[config.mk]
export PLATFORM = sky130hd
export DESIGN_NAME = div_unit_flat
export DESIGN_NICKNAME = d
export VERILOG_FILES = /design/src/rtl/div_unit_pkg.sv /design/src/rtl/div_unit_if.sv /design/src/rtl/div_unit.sv /design/src/flat_wrapper.sv
export SDC_FILE = /design/constraint.sdc
export NUM_CORES = 1
export LEC_CHECK = 0
export CAP_MARGIN = 20
export CORE_MARGIN = 5
export CORE_UTILIZATION = 57
export DETAILED_ROUTE_END_ITERATION = 7
export GPL_TIMING_DRIVEN = 0
export PLACE_DENSITY = 0.82
export SLEW_MARGIN = 15
export SYNTH_ARGS = -nofsm -noshare
export SYNTH_HDL_FRONTEND = slang
export SYNTH_SLANG_ARGS = --single-unit
[constraint.sdc]
create_clock -name clk -period 3.8 [get_ports clk]
set_input_delay 0.57 -clock clk [delete_from_list [all_inputs] [get_ports clk]]
set_output_delay 0.57 -clock clk [all_outputs]
set_load 0.01 [all_outputs]
[src/rtl/div_unit_pkg.sv]
// Shared encodings and helpers for the multi-cycle divider.
// Imported by the divider interface consumers and the divider itself.
package div_unit_pkg;

   typedef enum logic [1:0] {
      DivFree   = 2'b00,
      DivByZero = 2'b01,
      DivOn     = 2'b10,
      DivEnd    = 2'b11
   } div_state_e;

   localparam logic RstEnable         = 1'b1;
   localparam logic DivResultReady    = 1'b1;
   localparam logic DivResultNotReady = 1'b0;
   localparam logic DivStart          = 1'b1;
   localparam logic DivStop           = 1'b0;

   localparam logic [5:0] DivSteps = 6'd32;

   // Magnitude of an operand; unsigned operands pass through untouched.
   function automatic logic [31:0] mag32(input logic sd, input logic [31:0] x);
      if (sd && x[31]) begin
         return ~x + 32'd1;
      end
      return x;
   endfunction

endpackage

[src/rtl/div_unit_if.sv]
// Request/result bundle between EX and the divider.
// EX drives the request side, the divider drives the result side.
interface div_unit_if;

   logic        signed_div_i;
   logic [31:0] opdata1_i;
   logic [31:0] opdata2_i;
   logic        start_i;
   logic        annul_i;
   logic [63:0] result_o;
   logic        ready_o;

   modport master (
      output signed_div_i,
      output opdata1_i,
      output opdata2_i,
      output start_i,
      output annul_i,
      input  result_o,
      input  ready_o
   );

   modport slave (
      input  signed_div_i,
      input  opdata1_i,
      input  opdata2_i,
      input  start_i,
      input  annul_i,
      output result_o,
      output ready_o
   );

endinterface

[src/rtl/div_unit.sv]
// Multi-cycle restoring divider for DIV/DIVU, one quotient bit per cycle.
// Result is {remainder, quotient}, held while EX keeps start_i high.
module div_unit
   import div_unit_pkg::*;
(
   input  logic      clk,
   input  logic      rst,
   div_unit_if.slave bus
);

   div_state_e  state_q;
   logic [5:0]  cnt_q;
   logic [63:0] acc_q;
   logic [31:0] dvsr_q;
   logic        negq_q;
   logic        negr_q;
   logic [63:0] result_q;
   logic        ready_q;

   logic [32:0] top_d;
   logic [32:0] trial_d;
   logic [63:0] acc_d;
   logic [31:0] quo_d;
   logic [31:0] rem_d;
   logic        accept_d;

   // acc_q holds {partial remainder, dividend/quotient bits}.
   always_comb begin
      top_d    = acc_q[63:31];
      trial_d  = top_d - {1'b0, dvsr_q};
      acc_d    = trial_d[32] ? {acc_q[62:0], 1'b0}
                             : {trial_d[31:0], acc_q[30:0], 1'b1};
      quo_d    = negq_q ? (~acc_q[31:0] + 32'd1) : acc_q[31:0];
      rem_d    = negr_q ? (~acc_q[63:32] + 32'd1) : acc_q[63:32];
      accept_d = (bus.start_i == DivStart) && !bus.annul_i;
   end

   always_ff @(posedge clk) begin
      if (rst == RstEnable) begin
         state_q  <= DivFree;
         cnt_q    <= '0;
         acc_q    <= '0;
         dvsr_q   <= '0;
         negq_q   <= 1'b0;
         negr_q   <= 1'b0;
         result_q <= '0;
         ready_q  <= DivResultNotReady;
      end else begin
         unique case (state_q)
            DivFree: begin
               result_q <= '0;
               ready_q  <= DivResultNotReady;
               if (accept_d) begin
                  cnt_q  <= '0;
                  acc_q  <= {32'd0, mag32(bus.signed_div_i, bus.opdata1_i)};
                  dvsr_q <= mag32(bus.signed_div_i, bus.opdata2_i);
                  negq_q <= bus.signed_div_i
                          & (bus.opdata1_i[31] ^ bus.opdata2_i[31]);
                  negr_q <= bus.signed_div_i & bus.opdata1_i[31];
                  if (bus.opdata2_i == 32'd0) begin
                     state_q <= DivByZero;
                  end else begin
                     state_q <= DivOn;
                  end
               end
            end
            DivByZero: begin
               if (bus.annul_i) begin
                  state_q <= DivFree;
               end else begin
                  state_q  <= DivEnd;
                  result_q <= '0;
                  ready_q  <= DivResultReady;
               end
            end
            DivOn: begin
               if (bus.annul_i) begin
                  state_q <= DivFree;
                  cnt_q   <= '0;
               end else if (cnt_q != DivSteps) begin
                  acc_q <= acc_d;
                  cnt_q <= cnt_q + 6'd1;
               end else begin
                  // Final cycle: sign fixup straight into the output register.
                  state_q  <= DivEnd;
                  cnt_q    <= '0;
                  result_q <= {rem_d, quo_d};
                  ready_q  <= DivResultReady;
               end
            end
            DivEnd: begin
               if (bus.start_i == DivStop) begin
                  state_q  <= DivFree;
                  result_q <= '0;
                  ready_q  <= DivResultNotReady;
               end
            end
         endcase
      end
   end

   assign bus.result_o = result_q;
   assign bus.ready_o  = ready_q;

endmodule

[src/flat_wrapper.sv]
// flat-port wrapper written by rule: the top's interface ports become plain ports
module div_unit_flat import div_unit_pkg::*;
  (clk, rst, bus_signed_div_i, bus_opdata1_i, bus_opdata2_i, bus_start_i, bus_annul_i, bus_result_o, bus_ready_o);
  div_unit_if bus_i ();
  input  logic clk;
  input  logic rst;
  input wire logic [$bits(bus_i.signed_div_i)-1:0] bus_signed_div_i;
  input wire logic [$bits(bus_i.opdata1_i)-1:0] bus_opdata1_i;
  input wire logic [$bits(bus_i.opdata2_i)-1:0] bus_opdata2_i;
  input wire logic [$bits(bus_i.start_i)-1:0] bus_start_i;
  input wire logic [$bits(bus_i.annul_i)-1:0] bus_annul_i;
  output wire logic [$bits(bus_i.result_o)-1:0] bus_result_o;
  output wire logic [$bits(bus_i.ready_o)-1:0] bus_ready_o;
  assign bus_i.signed_div_i = bus_signed_div_i;
  assign bus_i.opdata1_i = bus_opdata1_i;
  assign bus_i.opdata2_i = bus_opdata2_i;
  assign bus_i.start_i = bus_start_i;
  assign bus_i.annul_i = bus_annul_i;
  assign bus_result_o = bus_i.result_o;
  assign bus_ready_o = bus_i.ready_o;
  div_unit u_core (.clk(clk), .rst(rst), .bus(bus_i));
endmodule
# Yosys cells after proc, flatten, opt, wreduce, memory -nomap -nowiden
# Index checks and enable logic that the tools add are counted.
[totals]
ff_bits = 171
in_bits = 69
output_inout_bits = 65
elab_cells = 84
[classes]
n_eq_ne = 11
n_bitwise = 7
mux = 40
add_sub_neg = 6
n_reduce_logical = 12
[op_table]
columns = ["cell", "count"]
rows = [
  ["$mux W64", 8],
  ["$pmux W64 S4", 1],
  ["$mux W32", 6],
  ["$add A32 B1 Y32 const B", 4],
  ["$not A32 Y32", 4],
  ["$pmux W64 S2", 1],
  ["$sub A33 B32 Y33", 1],
  ["$logic_not A32 Y1", 1],
  ["$mux W6", 3],
  ["$mux W1", 12],
  ["$mux W2", 6],
  ["$pmux W6 S2", 1],
  ["$ne A2 B2 Y1 const B", 4],
  ["$pmux W2 S4", 1],
  ["$reduce_and A4 Y1", 2],
  ["$add A6 B1 Y6 const B", 1],
  ["$ne A6 B6 Y1 const B", 1],
  ["$eq A2 B2 Y1 const B", 2],
  ["$ne A2 B1 Y1 const B", 2],
  ["$pmux W1 S4", 1],
  ["$reduce_and A2 Y1", 2],
  ["$logic_and A1 B1 Y1", 3],
  ["$ne A3 B3 Y1 const B", 1],
  ["$reduce_and A3 Y1", 1],
  ["6 further kinds", 7],
]

# Depth between registers and ports, before layout
[depth]
ltp_word = 8
mapped_depth = 13
depth_no_buf = 11

# Least setup slack after synthesis
# Ideal clock, no wire load.
[synth_path]
kind = "reg2reg"
startpoint = "register u_core.acc_q[43]"
endpoint = "register u_core.acc_q[53]"
synth_period_minus_slack_ns = 2.991
setup_time_ns = 0.069
setup_slack_ns = 0.809
n_path_buf = 3
stages_incl_launch_ff = 13
t_arrival_ns = 2.922
required_ns = 3.731
cell_sequence = "dfxtp_1 -> ha_1 -> buf_2 -> nand4_1 -> a2111o_1 -> or3b_1 -> o32ai_2 -> o21ai_1 -> xnor2_2 -> nand2_1 -> buf_2 -> buf_2 -> o21ai_1"
[synth_between]
elab_chain_len = 5
[synth_rtl]
columns = ["element", "line_no", "text"]
rows = [
  ["from (decl)", "div_unit.sv:13", "logic [63:0] acc_q;"],
  ["from (signal assigned)", "div_unit.sv:55", "acc_q <= {32'd0, mag32(bus.signed_div_i, bus.opdata1_i)};"],
  ["$sub A33 B32 Y33", "div_unit.sv:30", "trial_d = top_d - {1'b0, dvsr_q};"],
  ["$mux W64", "div_unit.sv:31", "acc_d = trial_d[32] ? {acc_q[62:0], 1'b0}"],
  ["$mux W64", "div_unit.sv:80", "end else if (cnt_q != DivSteps) begin"],
  ["$mux W64", "div_unit.sv:77", "if (bus.annul_i) begin"],
  ["$pmux W64 S2", "div_unit.sv:49", "unique case (state_q)"],
]
# Every way passes these cells. The select of a mux whose other input is x is not followed.
# A chain may end at the register's enable or synchronous reset.

# Worst setup path after layout
[layout_path]
startpoint = "register u_core.dvsr_q[21]"
endpoint = "register u_core.acc_q[56]"
[layout_between]
elab_chain_len = 5
[layout_rtl]
columns = ["element", "line_no", "text"]
rows = [
  ["from (decl)", "div_unit.sv:14", "logic [31:0] dvsr_q;"],
  ["from (signal assigned)", "div_unit.sv:56", "dvsr_q <= mag32(bus.signed_div_i, bus.opdata2_i);"],
  ["$sub A33 B32 Y33", "div_unit.sv:30", ""],
  ["$mux W64", "div_unit.sv:31", ""],
  ["$mux W64", "div_unit.sv:80", ""],
  ["$mux W64", "div_unit.sv:77", ""],
  ["$pmux W64 S2", "div_unit.sv:49", ""],
]
# Every way passes these cells. The select of a mux whose other input is x is not followed.

==> metrics <==
number of distinct library cells after synthesis 67; CP startpoint u_core.dvsr_q[21]; vias in the first global route 10.2k; WP data required 4.17 ns; critical path launch point type flip-flop; Via Count 10.9k; number of vias per cell 6.18; DRT iter0 DRCs 1,022; share of layout cells above drive strength 1 0.0381; commonest cells in the netlist dfxtp_1 (171), nand2_1 (145), nor2_1 (133); Buf/Inv on CP 4; worst skew pair latency 0.44 ns; flops & latches, synth 171; gr usage total 0.303; ys flop type dfxtp_1; Max Fclk 0.280 GHz; worst-path maximum fanout 10; area grow syn2layout 20.8%; Core ar. 0.0186 mm2; H-Tree Depth 4; most frequent cell after synthesis dfxtp_1; # setup viols final 0; HPWL after DPL 26,000 um; crit-path max cell delay 0.58 ns; Nets 1,623; filler cell count in the final layout 1,578; I/O Pins 134; CTS max path bufs 2; Worst path depth 13; root buffer cell clkbuf_16; Final Max Slew Viols 0; post-synth top area share 0.319; Die H 147 um; worst r2r src u_core.dvsr_q[21]; TritonCTS clock tree yes; DRC violations left 0; r2r setup slk 0.23 ns; Min Hold Slack 0.467 ns; static leakage 4.84 nW; DIE AREA 0.0216 mm2; fin area 0.0129 mm2; ANT cells 0; Critical-path top delay cell a2111oi_1; EDFF count, synth 0; slew at the pin with the worst max-slew slack 1.01 ns; wirelength, routed 33,300 um; Crit Path Class reg -> reg; Die Width 147 um; Clock Skews 0.0120 ns; DR pass1 iterations 5; CTS Hold Bufs 0; clock-pin transition on the worst setup and hold timing paths 0.07 ns; dominant cell type by area after synthesis dfxtp_1; ratio of final minimum period to clock period 0.939; critical path's top delay family compound AO/OA/AOI/OAI gates; relative slew slack 0.323; first-pass GRT wire length 53,400 um; initial antenna violation count 0; drt wl/cell 18.9 um; most area-consuming cells after synthesis dfxtp_1 (32%), xnor2_1 (7.7%), nand2_1 (5.1%); Mean Syn Cell Area 7.90 um2; GRT Residual Overflow 0; Pwr per Cell Area 490 mW/mm2; sequential share of the synthesized area 0.319; Worst VDD drop 0.000334 V; mapped cell area 0.0107 mm2; status finished clean; Setup crit end kind flip-flop; port bufs 133; CP Cell Sequence inv_1 > ha_1 > clkbuf_1 > a21oi_1 > o21ai_0 > a2111oi_1 > o21ai_0 > o21ai_2 > mux2i_1 > buf_2 > buf_2 > a22oi_1 > o21ai_1; Critical Path End u_core.acc_q[56]; Final Hold Fails 0; ys async rst share 0; largest net degree at the start of global routing 19; Starting Density 0.577; antenna viol nets, final 0; Gate Count Post-Synth 1,356; crit path DAT 3.94 ns; worst r2r dst u_core.acc_q[56]; RePlAce Congestion 0.966; CTS sink count 171; Synth Warn # 0; R2R depth 13; FP Rows 50; placed cell areas 0.0123 mm2; MaxCap Viol Count 0; min Tclk post-route 3.57 ns; CTS Buf Count 17; Hold Path Class reg -> reg; syn_nets 1,469
-- flip-flops by register name (all words and copies together) (netlist names) --
| name | cells |
|---|---|
| u_core.cnt_q | 6 |
| u_core.bus.ready_o | 1 |
| u_core.dvsr_q | 32 |
| u_core.acc_q | 64 |
| u_core.negr_q | 1 |
| u_core.bus.result_o | 64 |
| u_core.negq_q | 1 |
| u_core.state_q | 2 |
-- power by group --
| group | internal, mW | switching, mW |
|---|---|---|
| registers | 1.97 | 0.206 |
| logic | 0.881 | 1.58 |
| clock network | 0.875 | 0.833 |
| total | 3.73 | 2.62 |
-- area by class of cell --
cell class	count	area [um2]	area share
Multi-Input combinational cell	1048	6780	0.524
Sequential cell	171	3420	0.264
Timing Repair Buffer	135	1350	0.104
Clock buffer	17	425	0.0329
Buffer	82	317	0.0245
Tap cell	234	293	0.0226
Inverter	55	206	0.0159
Clock inverter	15	149	0.0115
-- layout by cell type, fill, tap and decap left out, drive strengths merged, types with 20 or more instances in the layout --
master | synthesis | routed
a22o | 20 | 20
o21ai | 86 | 86
nand2 | 145 | 145
o31ai | 33 | 33
nand3 | 22 | 22
or3 | 22 | 22
inv | 54 | 63
ha | 43 | 43
clkdlybuf4s50 | 0 | 133
nor2 | 133 | 133
a211oi | 27 | 27
a21oi | 88 | 88
dfxtp | 171 | 171
a22oi | 68 | 68
xnor2 | 95 | 95
o211ai | 21 | 21
clkbuf | 70 | 87
xor2 | 52 | 52
-- worst min path at each step --
stage,from,to,slack [ns],cells past startpoint
after detailed placement,u_core.dvsr_q[31],u_core.dvsr_q[31],0.45,2
final,u_core.dvsr_q[0],u_core.dvsr_q[0],0.47,2
after floorplan,u_core.dvsr_q[31],u_core.dvsr_q[31],0.43,2
after global routing,u_core.dvsr_q[31],u_core.dvsr_q[31],0.48,2
after CTS,u_core.dvsr_q[31],u_core.dvsr_q[31],0.46,2
after global placement,u_core.dvsr_q[31],u_core.dvsr_q[31],0.44,2
-- layer usage --
layer / vias to the layer above / global-route usage / wire [um]
li1: 5224 / - / -
met1: 5086 / 0.390 / 13900
met2: 454 / 0.502 / 15600
met3: 86 / 0.0416 / 2280
met4: 0 / 0.146 / 1560
met5: - / 0 / 0
-- per-stage QoR --
step / setup TNS [ns] / instances / worst slack (ns) / total power [mW] / utilization
2_1_floorplan: 0 / 1356 / 0.809 / 3.88 / -
3_3_place_gp: 0 / 1723 / 0.0460 / 4.56 / 0.664
5_1_grt: -0.00815 / 1757 / -0.00815 / 6.72 / 0.697
4_1_cts: 0 / 1755 / 0.186 / 6.30 / 0.695
6_report: 0 / 1757 / 0.232 / 6.35 / 0.697
3_5_place_dp: 0 / 1723 / 0.0271 / 4.60 / 0.664
-- kinds of logic after synthesis --
family | share of synthesized area
AO/OA/AOI/OAI | 0.268
XOR/XNOR | 0.121
multiplexers | 0.00467
adder cells (fa/ha/maj) | 0.0521
buffers and inverters | 0.0488
AND/OR/NAND/NOR | 0.186
flip-flops | 0.319
-- worst min-delay path, cell delays in order, from the launching register on --
cell	delay [ns]
dfxtp_1	0.31
nand2_1	0.05
a21oi_1	0.05
-- repair_timing --
item,4_1_cts,5_1_grt
resized for setup,1,3
endpoints found under the setup margin,2,15
setup buffers,0,2
pin swaps,0,1
gates cloned,0,0
(Power assumes the default switching activity.)
